<file path="src/rtl/ccff_loader_pkg.sv">
// Shared types and sizing helpers for the ccff chain loader.
package ccff_loader_pkg;

  typedef enum logic [1:0] {
    S_IDLE,
    S_LOAD,
    S_VERIFY,
    S_DONE
  } state_e;

  function automatic int words_per_pass(input int chain_len, input int word_w);
    return (chain_len + word_w - 1) / word_w;
  endfunction

  // The final word carries only the bits needed to fill the chain.
  function automatic int last_word_bits(input int chain_len, input int word_w);
    return ((chain_len % word_w) == 0) ? word_w : (chain_len % word_w);
  endfunction

  function automatic int idx_w(input int n);
    return (n > 1) ? $clog2(n) : 1;
  endfunction

  function automatic int cnt_w(input int max_val);
    return idx_w(max_val + 1);
  endfunction

endpackage

</file>
<file path="src/rtl/ccff_chain_loader_if.sv">
// Host bitstream stream: one word per cfg_valid && cfg_ready edge.
interface ccff_chain_loader_if #(
  parameter int WORD_W = 8
);
  logic [WORD_W-1:0] cfg_data;
  logic              cfg_valid;
  logic              cfg_ready;

  modport master (output cfg_data, output cfg_valid, input cfg_ready);
  modport slave  (input cfg_data, input cfg_valid, output cfg_ready);
endinterface

</file>
<file path="src/rtl/ccff_word_serializer.sv">
// Word buffer that shifts host words LSB-first onto ccff_head and paces the stream handshake.
module ccff_word_serializer
  import ccff_loader_pkg::*;
#(
  parameter int CHAIN_LEN = 64,
  parameter int WORD_W    = 8
) (
  input  logic              clk,
  input  logic              rst_n,
  input  logic              active,
  input  logic              arm,
  input  logic              clear,
  input  logic              rearm,
  input  logic [WORD_W-1:0] cfg_data,
  input  logic              cfg_valid,
  output logic              cfg_ready,
  output logic              ccff_head,
  output logic              shift_en
);

  localparam int WPP  = words_per_pass(CHAIN_LEN, WORD_W);
  localparam int LAST = last_word_bits(CHAIN_LEN, WORD_W);
  localparam int CW   = cnt_w(WORD_W);
  localparam int WW   = cnt_w(WPP);

  logic [WORD_W-1:0] shreg;
  logic [CW-1:0]     bits_left;
  logic [WW-1:0]     words_left;
  logic [WW-1:0]     words_eff;
  logic              fire;

  // A word taken on the last bit of the load pass belongs to the verify pass.
  assign words_eff = (words_left == '0) ? WW'(WPP) : words_left;
  assign shift_en  = active && (bits_left != '0);
  assign cfg_ready = active && ((words_left != '0) || rearm) && (bits_left <= CW'(1));
  assign fire      = cfg_valid && cfg_ready;
  assign ccff_head = shreg[0];

  always_ff @(posedge clk or negedge rst_n) begin
    if (!rst_n) begin
      shreg      <= '0;
      bits_left  <= '0;
      words_left <= '0;
    end else if (clear) begin
      shreg      <= '0;
      bits_left  <= '0;
      words_left <= '0;
    end else if (arm) begin
      words_left <= WW'(WPP);
    end else if (fire) begin
      shreg      <= cfg_data;
      bits_left  <= (words_eff == WW'(1)) ? CW'(LAST) : CW'(WORD_W);
      words_left <= words_eff - WW'(1);
    end else begin
      if (shift_en) begin
        shreg     <= shreg >> 1;
        bits_left <= bits_left - CW'(1);
      end
      if (rearm) begin
        words_left <= WW'(WPP);
      end
    end
  end

endmodule

</file>
<file path="src/rtl/ccff_chain_loader.sv">
// Sequencer for loading and optionally read-back verifying a ccff configuration chain.
module ccff_chain_loader
  import ccff_loader_pkg::*;
#(
  parameter int CHAIN_LEN = 64,
  parameter int WORD_W    = 8
) (
  input  logic                           prog_clk,
  input  logic                           prog_reset_n,
  input  logic                           start,
  input  logic                           verify_en,
  input  logic                           abort,
  ccff_chain_loader_if.slave             cfg,
  output logic                           ccff_head,
  output logic                           chain_clk_en,
  input  logic                           ccff_tail,
  output logic                           busy,
  output logic                           done,
  output logic                           error,
  output logic [idx_w(CHAIN_LEN)-1:0]    err_idx
);

  localparam int IW = idx_w(CHAIN_LEN);

  state_e        state;
  logic          vfy_q;
  logic [IW-1:0] bit_cnt;
  logic          active;
  logic          shift_en;
  logic          pass_end;
  logic          rearm;
  logic          arm;
  logic          clear;
  logic          mismatch;

  assign active   = (state == S_LOAD) || (state == S_VERIFY);
  assign pass_end = shift_en && (bit_cnt == IW'(CHAIN_LEN - 1));
  assign rearm    = pass_end && (state == S_LOAD) && vfy_q;
  assign arm      = (state == S_IDLE) && start;
  assign clear    = active && abort;
  assign mismatch = (state == S_VERIFY) && shift_en && (ccff_tail != ccff_head);

  // Clock-gate enable decodes registered state only, so it cannot glitch on host inputs.
  assign chain_clk_en = shift_en;

  ccff_word_serializer #(
    .CHAIN_LEN (CHAIN_LEN),
    .WORD_W    (WORD_W)
  ) u_ser (
    .clk       (prog_clk),
    .rst_n     (prog_reset_n),
    .active    (active),
    .arm       (arm),
    .clear     (clear),
    .rearm     (rearm),
    .cfg_data  (cfg.cfg_data),
    .cfg_valid (cfg.cfg_valid),
    .cfg_ready (cfg.cfg_ready),
    .ccff_head (ccff_head),
    .shift_en  (shift_en)
  );

  always_ff @(posedge prog_clk or negedge prog_reset_n) begin
    if (!prog_reset_n) begin
      state   <= S_IDLE;
      vfy_q   <= 1'b0;
      bit_cnt <= '0;
      busy    <= 1'b0;
      done    <= 1'b0;
      error   <= 1'b0;
      err_idx <= '0;
    end else begin
      case (state)
        S_IDLE: begin
          if (start) begin
            state   <= S_LOAD;
            vfy_q   <= verify_en;
            bit_cnt <= '0;
            busy    <= 1'b1;
            done    <= 1'b0;
            error   <= 1'b0;
            err_idx <= '0;
          end
        end
        S_LOAD, S_VERIFY: begin
          if (abort) begin
            state   <= S_IDLE;
            bit_cnt <= '0;
            busy    <= 1'b0;
          end else begin
            // Only the first mismatch position is kept.
            if (mismatch && !error) begin
              error   <= 1'b1;
              err_idx <= bit_cnt;
            end
            if (pass_end) begin
              bit_cnt <= '0;
              if (rearm) begin
                state <= S_VERIFY;
              end else begin
                state <= S_DONE;
                busy  <= 1'b0;
                done  <= 1'b1;
              end
            end else if (shift_en) begin
              bit_cnt <= bit_cnt + IW'(1);
            end
          end
        end
        S_DONE: begin
          state <= S_IDLE;
        end
        default: begin
          state <= S_IDLE;
        end
      endcase
    end
  end

endmodule
</file>
<file path="src/flat_wrapper.sv">
// flat-port wrapper written by rule: the top's interface ports become plain ports
module ccff_chain_loader_flat import ccff_loader_pkg::*;
#(
  parameter int CHAIN_LEN = 64,
  parameter int WORD_W    = 8
)
  (prog_clk, prog_reset_n, start, verify_en, abort, ccff_head, chain_clk_en, ccff_tail, busy, done, error, err_idx, cfg_cfg_data, cfg_cfg_valid, cfg_cfg_ready);
  ccff_chain_loader_if #(.WORD_W(WORD_W)) cfg_i ();
  input  logic prog_clk;
  input  logic prog_reset_n;
  input  logic start;
  input  logic verify_en;
  input  logic abort;
  output logic ccff_head;
  output logic chain_clk_en;
  input  logic ccff_tail;
  output logic busy;
  output logic done;
  output logic error;
  output logic [idx_w(CHAIN_LEN)-1:0] err_idx;
  input wire logic [$bits(cfg_i.cfg_data)-1:0] cfg_cfg_data;
  input wire logic [$bits(cfg_i.cfg_valid)-1:0] cfg_cfg_valid;
  output wire logic [$bits(cfg_i.cfg_ready)-1:0] cfg_cfg_ready;
  assign cfg_i.cfg_data = cfg_cfg_data;
  assign cfg_i.cfg_valid = cfg_cfg_valid;
  assign cfg_cfg_ready = cfg_i.cfg_ready;
  ccff_chain_loader #(.CHAIN_LEN(CHAIN_LEN), .WORD_W(WORD_W)) u_core (.prog_clk(prog_clk), .prog_reset_n(prog_reset_n), .start(start), .verify_en(verify_en), .abort(abort), .cfg(cfg_i), .ccff_head(ccff_head), .chain_clk_en(chain_clk_en), .ccff_tail(ccff_tail), .busy(busy), .done(done), .error(error), .err_idx(err_idx));
endmodule
</file>
<file path="config.mk">
export PLATFORM = sky130hd
export DESIGN_NAME = ccff_chain_loader_flat
export DESIGN_NICKNAME = d
export VERILOG_FILES = /design/src/rtl/ccff_loader_pkg.sv /design/src/rtl/ccff_chain_loader_if.sv /design/src/rtl/ccff_word_serializer.sv /design/src/rtl/ccff_chain_loader.sv /design/src/flat_wrapper.sv
export SDC_FILE = /design/constraint.sdc
export NUM_CORES = 1
export LEC_CHECK = 0
export ABC_AREA = 1
export CAP_MARGIN = 10
export CORE_UTILIZATION = 55
export DETAILED_ROUTE_END_ITERATION = 16
export PLACE_DENSITY = 0.87
export SLEW_MARGIN = 40
export SYNTH_ARGS = -nofsm -noshare
export SYNTH_HDL_FRONTEND = slang
export SYNTH_SLANG_ARGS = --single-unit
</file>
<file path="constraint.sdc">
create_clock -name prog_clk -period 4 [get_ports prog_clk]
set_input_delay 0.6 -clock prog_clk [delete_from_list [all_inputs] [get_ports prog_clk]]
set_output_delay 0.6 -clock prog_clk [all_outputs]
set_load 0.01 [all_outputs]
</file>
# After elaboration in Yosys (flattened, before gate mapping)
# Index checks and enable logic that the tools add are counted.
# word_totals
ram_bits	0
memories	0
mem_bits_ro	0
reg_bits	34
out_inout_bits	12
inputBits	15
latch_bits	0
elab_cells	97
# op_classes
n_eq_ne	14
n_reduce_logical	30
add_sub_neg	3
div_mod_pow	0
mul	0
shift	0
n_mux	39
magnitude_cmp	1
n_bitwise	0
# ops
operator	n
2-to-1 mux 4 bit	9
2-to-1 mux 6 bit	6
2-to-1 mux 8 bit	4
case mux 6 bit (2 select lines)	2
logical AND 1 bit	12
nonzero test 4 bit	3
2-to-1 mux 1 bit	11
inequality test 2 bit (second input constant)	4
AND reduction 4 bit	2
subtractor 4 x 1 -> 4 bit (second input constant)	2
adder 6 x 1 -> 6 bit (second input constant)	1
== test 6 bit (second input constant)	1
2-to-1 mux 2 bit	3
case mux 1 bit (2 select lines)	3
case mux 2 bit (3 select lines)	1
AND reduction 2 bit	3
AND reduction 5 bit	1
== test 2 bit (second input constant)	2
less-or-equal comparator 4 x 1 -> 1 bit (second input constant)	1
zero test 4 bit	1
inequality test 2 x 1 -> 1 bit (second input constant)	2
inequality test 4 x 2 -> 1 bit (second input constant)	1
inequality test 3 x 2 -> 1 bit (second input constant)	1
inequality test 3 bit (second input constant)	1
other kinds (9)	10

# Longest topological paths before layout
# logic_depth
ltp_word	13
ltp_mapped	12
mapped_depth_nobuf	11

# Modules after synthesis
# From an unflattened synthesis, not the netlist that was laid out.
# hier_totals
cells_unflattened	266
area_unflattened_um2	2100.8
# modules_own_cells
mod	cells_per_inst	area_each_um2	n_inst	seq_area_each_um2
ccff_chain_loader	131	1078.5	1	450.4
ccff_word_serializer	135	1022.2	1	400.4

# Worst setup path after synthesis
# OpenSTA, ideal clock, no wires.
# synth_path
path_type	register to output
startpoint	register u_core.state[0]
endpoint	output port cfg_cfg_ready
slack_ns	1.835
path_stages_with_launch	7
required_ns	3.400
arrival_ns	1.565
path_buffers	0
path_cell_list	dfrtp_1 inv_1 ha_1 inv_2 a21oi_4 nand3_4 a21boi_0
# synth_via
elab_chain_cells	9
elab_cells_between_ends	10
classes_between	eq/ne: 2; reduce/logical: 8
# synth_rtl
item	line	source
start, declared	ccff_chain_loader.sv:25	state_e state;
start signal, assigned	ccff_chain_loader.sv:65	state <= S_IDLE;
start signal, assigned	ccff_chain_loader.sv:76	state <= S_LOAD;
start signal, assigned	ccff_chain_loader.sv:87	state <= S_IDLE;
== test 2 x 1 -> 1 bit / == test 2 bit (equally long branches)	ccff_chain_loader.sv:36	assign active = (state == S_LOAD) || (state == S_VERIFY);
logical OR 1 bit (*)	ccff_chain_loader.sv:36	
via u_core.active	ccff_chain_loader.sv:28	logic active;
logical AND 1 bit (*)	ccff_word_serializer.sv:34	assign shift_en = active && (bits_left != '0);
via chain_clk_en	flat_wrapper.sv:15	output logic chain_clk_en;
logical AND 1 bit (*)	ccff_chain_loader.sv:37	assign pass_end = shift_en && (bit_cnt == IW'(CHAIN_LEN - 1));
logical AND 1 bit (*) (2 in series)	ccff_chain_loader.sv:38	assign rearm = pass_end && (state == S_LOAD) && vfy_q;
logical OR 1 bit (*)	ccff_word_serializer.sv:35	assign cfg_ready = active && ((words_left != '0) || rearm) && (bits_left <= CW'(1));
logical AND 1 bit (*) (2 in series)	ccff_word_serializer.sv:35	
end, declared	flat_wrapper.sv:23	output wire logic [$bits(cfg_i.cfg_ready)-1:0] cfg_cfg_ready;
# Mark *: on every way through the listed nets, which the timed path passes. The rest lies on a longest branch.

# Worst setup path in the final report
# layout_path
startpoint	register u_core.state[0]
endpoint	output port cfg_cfg_ready
# layout_via
elab_chain_cells	9
elab_cells_between_ends	10
classes_between	eq/ne: 2; reduce/logical: 8
# layout_rtl
item	line
== test 2 x 1 -> 1 bit / == test 2 bit (equally long branches)	ccff_chain_loader.sv:36
logical OR 1 bit (*)	ccff_chain_loader.sv:36
via u_core.active	ccff_chain_loader.sv:28
logical AND 1 bit	ccff_word_serializer.sv:34
logical AND 1 bit	ccff_chain_loader.sv:37
logical AND 1 bit (2 in series)	ccff_chain_loader.sv:38
logical OR 1 bit	ccff_word_serializer.sv:35
logical AND 1 bit (*) (2 in series)	ccff_word_serializer.sv:35
# Marks and branches as above.

==> out/metrics.csv <==
stage,metric,value,unit
logic_synthesis,Area contributors post-synth,"dfrtp_1 44%, nand2_1 17%, ha_1 5.2%, inv_1 4.9%, nand4_1 3.9%",
final_layout,post-route core utilization,68.3,%
clock_network,TritonCTS clock tree,done,
setup_path,startpoint class of the critical path,flop,
power,maximum vdd drop,0.476,mV
placed_design,DP Area,0.00222,mm2
placed_design,I/O Buffers,26,
setup_path,crit path capture type,output pin,
timing,"Slew Viols, Final",0,
global_routing,number of global-route vias before repair,1571,
global_routing,initial antenna violation count,0,
routing,ANT nets after route,0,
routing,DR iter-0 viols,114,
floorplan,CORE AREA,0.00336,mm2
final_layout,share of cells above drive strength 1,8.46,%
logic_synthesis,"Avg Cell Area, Syn",7.99,um2
clock_network,H-tree Lvls,2,
floorplan,Top Ports,27,
timing,period utilisation layout,77.1,%
clock_network,Clock Root Buffer,clkbuf_4,
routing,vias per std cell,5.37,
logic_synthesis,sequential share of the synthesized area,44.0,%
global_routing,Overflow after GRT,0,
flow_run,Max-Cap Viols,0,
power,P per Cell Area,758,mW/mm2
final_layout,Multi-input gate area,946,um2
logic_synthesis,synthesized instance count,242,
timing,Final Hold Fails,0,
routing,routed len/inst,12.9,um
placed_design,GPL Wtd Cong,0.903,
logic_synthesis,cell accounting for the most synthesized area,dfrtp_1,
final_layout,n_diodes,0,
timing,setup violators final,0,
clock_network,"CTS clk-pin slew, worst paths",0.10,ns
logic_synthesis,synth warn,0,
setup_path,reg2reg start,u_core.state[0],
setup_path,Reg2Reg Capture Point,u_core.u_ser.shreg[6],
power,"Power, Total",0.00174,W
run_status,status,finished clean,
timing,Fin Clk Skew,0.00566,ns
global_routing,GR peak layer,met2,
setup_path,r2r setup slk,1.66,ns
logic_synthesis,top-area cell type share of the netlist area,44.0,%
global_routing,M1 GR Usage,31.9,%
timing,Worst Tran Pin Value,0.538,ns
timing,min Tclk post-route,3.08,ns
global_routing,total global-route track usage,24.8,%
routing,routed via count,1707,
routing,drt pass-1 iters,4,
global_routing,M2 GR Usage,39.0,%
global_routing,first-pass GRT wire length,6710,um
timing,Setup TNS,0,ns
logic_synthesis,Async SR Flop Fraction,100,%
logic_synthesis,"Distinct cells, synth",29,
placed_design,DPL Wire Length,3090,um
logic_synthesis,Post-Syn Nets,265,
clock_network,Post-CTS Resized,0,
clock_network,"Setup Fix Bufs, Post-CTS",0,
routing,final wirelength,4100,um
logic_synthesis,Post-Syn Area,0.00193,mm2
setup_path,"Data arrival, critical path",2.48,ns
timing,fmax,324,MHz
floorplan,full die area,0.00376,mm2
final_layout,Area Growth Syn to Fin,18.8,%
global_routing,largest net degree at the start of global routing,23,
floorplan,Chip Height,61.3,um
final_layout,register area,851,um2
timing,RSZ-0062 raised after global routing,false,
setup_path,reg2reg path depth,11,
final_layout,Final #Nets,294,
global_routing,met3 Track Usage GR,4.41,%
setup_path,CP Class,reg2out,
setup_path,CP max FO,8,
logic_synthesis,synthesized flop and latch total,34,
clock_network,Max Root-Sink Buffers,2,
floorplan,Rows,21,
clock_network,CTS hold repair buffers,0,
logic_synthesis,number of synthesized flops with an enable pin,0,
floorplan,Initial Util,57.5,%
routing,DRC,0,
setup_path,Required @ worst endpoint,3.40,ns
floorplan,Die Wd,61.3,um
final_layout,post-route cell area,0.00230,mm2
clock_network,CTS sink cnt,34,
logic_synthesis,Synth Flop Type,dfrtp_1,
clock_network,clk_lat worst skew,0.34,ns
final_layout,Filler Cell Count,277,
timing,Slew headroom,63.9,%
clock_network,CTS Buf Count,5,
worst_hold_path,Min-Delay Path Class,in2async,
power,LEAKAGE,1.17,nW
==> flip-flops by register name (all words and copies together), names as in the netlist <==
signal and count:
u_core.error 1, u_core.vfy_q 1, u_core.state 2, u_core.busy 1, u_core.bit_cnt 6, u_core.u_ser.bits_left 4
u_core.done 1, u_core.u_ser.shreg 8, u_core.u_ser.words_left 4, u_core.err_idx 6
==> where the power goes <==
group	switching (W)	total, W	internal, W
Clock	0.000113	0.000234	0.000120
Combinational	0.000619	0.000970	0.000351
Sequential	0.0000814	0.000539	0.000457
==> placed cells by master, fill, tap and decap left out <==
| cell type | count |
|---|---|
| a21oi_4 | 2 |
| nand3_2 | 2 |
| buf_4 | 1 |
| xnor2_1 | 3 |
| xor2_1 | 2 |
| nand2_4 | 1 |
| nand2_1 | 89 |
| o211ai_2 | 1 |
| nor2_2 | 2 |
| clkbuf_4 | 5 |
| ha_1 | 8 |
| o211a_1 | 1 |
| inv_1 | 25 |
| clkbuf_8 | 3 |
| nand3_1 | 10 |
| nor3_1 | 6 |
| a2bb2oi_1 | 1 |
| a21boi_0 | 1 |
| nand4_1 | 12 |
| nor2_1 | 9 |
| dfrtp_1 | 34 |
| o21ai_0 | 9 |
| o21ai_1 | 5 |
| inv_2 | 2 |
| nand2_2 | 1 |
| clkdlybuf4s50_1 | 25 |
| o22ai_1 | 3 |
| o41ai_1 | 1 |
| nand3_4 | 2 |
| buf_2 | 1 |
| a21oi_1 | 5 |
==> layer usage <==
| metal | up-vias | wire length (um) |
|---|---|---|
| met5 | - | 0 |
| met4 | 0 | 119 |
| met3 | 13 | 210 |
| met2 | 43 | 1930 |
| met1 | 807 | 1830 |
| li1 | 844 | - |
==> worst max-delay path, cell delays in order, from the launching register on <==
cell and delay (ns):
dfrtp_1 0.41, inv_1 0.09, ha_1 0.43, inv_2 0.11, a21oi_4 0.25, nand3_4 0.13, a21boi_0 0.17, clkdlybuf4s50_1 0.56
==> worst max path at each step <==
stage                    start       endpoint  slack (ns)  depth (start not counted)
5_1_grt        u_core.state[1]  cfg_cfg_ready        0.80                          7
3_3_place_gp   u_core.state[0]  cfg_cfg_ready        1.35                          7
6_report       u_core.state[0]  cfg_cfg_ready        0.92                          7
2_1_floorplan  u_core.state[0]  cfg_cfg_ready        1.84                          6
4_1_cts        u_core.state[0]  cfg_cfg_ready        0.91                          7
3_5_place_dp   u_core.state[1]  cfg_cfg_ready        1.31                          7
==> final cells by class <==
type / instances / share of cell area (%)
sequential: 34 / 37.0
clock buffer: 8 / 3.43
tap: 46 / 2.51
timing repair buffer: 27 / 11.4
multi-input combinational: 176 / 41.2
inverter: 27 / 4.41
==> logic make-up (layout without fill, tap and decap cells) <==
logic type	Yosys count	after routing	share of synthesized area, %
flops	34	34	44.0
xor+xnor	5	5	2.27
compound gates	29	29	10.0
buf+inv	32	62	7.05
fa+ha+maj	8	8	5.18
simple gates	134	134	31.5
==> cell usage after synthesis (all sizes together), types with 6 or more instances <==
master	instances
nor3	6
nand3	14
a21oi	7
dfrtp	34
nand2	91
inv	27
o21ai	14
nor2	11
nand4	12
ha	8
==> through the flow <==
| step | cells | setup WS (ns) | hold slack [ns] |
|---|---|---|---|
| after floorplan | 242 | 1.84 | 0.304 |
| after detailed placement | 310 | 1.31 | 0.465 |
| final | 318 | 0.917 | 0.209 |
| after global routing | 318 | 0.802 | 0.243 |
| after global placement | 310 | 1.35 | 0.460 |
| after CTS | 318 | 0.909 | 0.214 |
(Power assumes the default switching activity.)
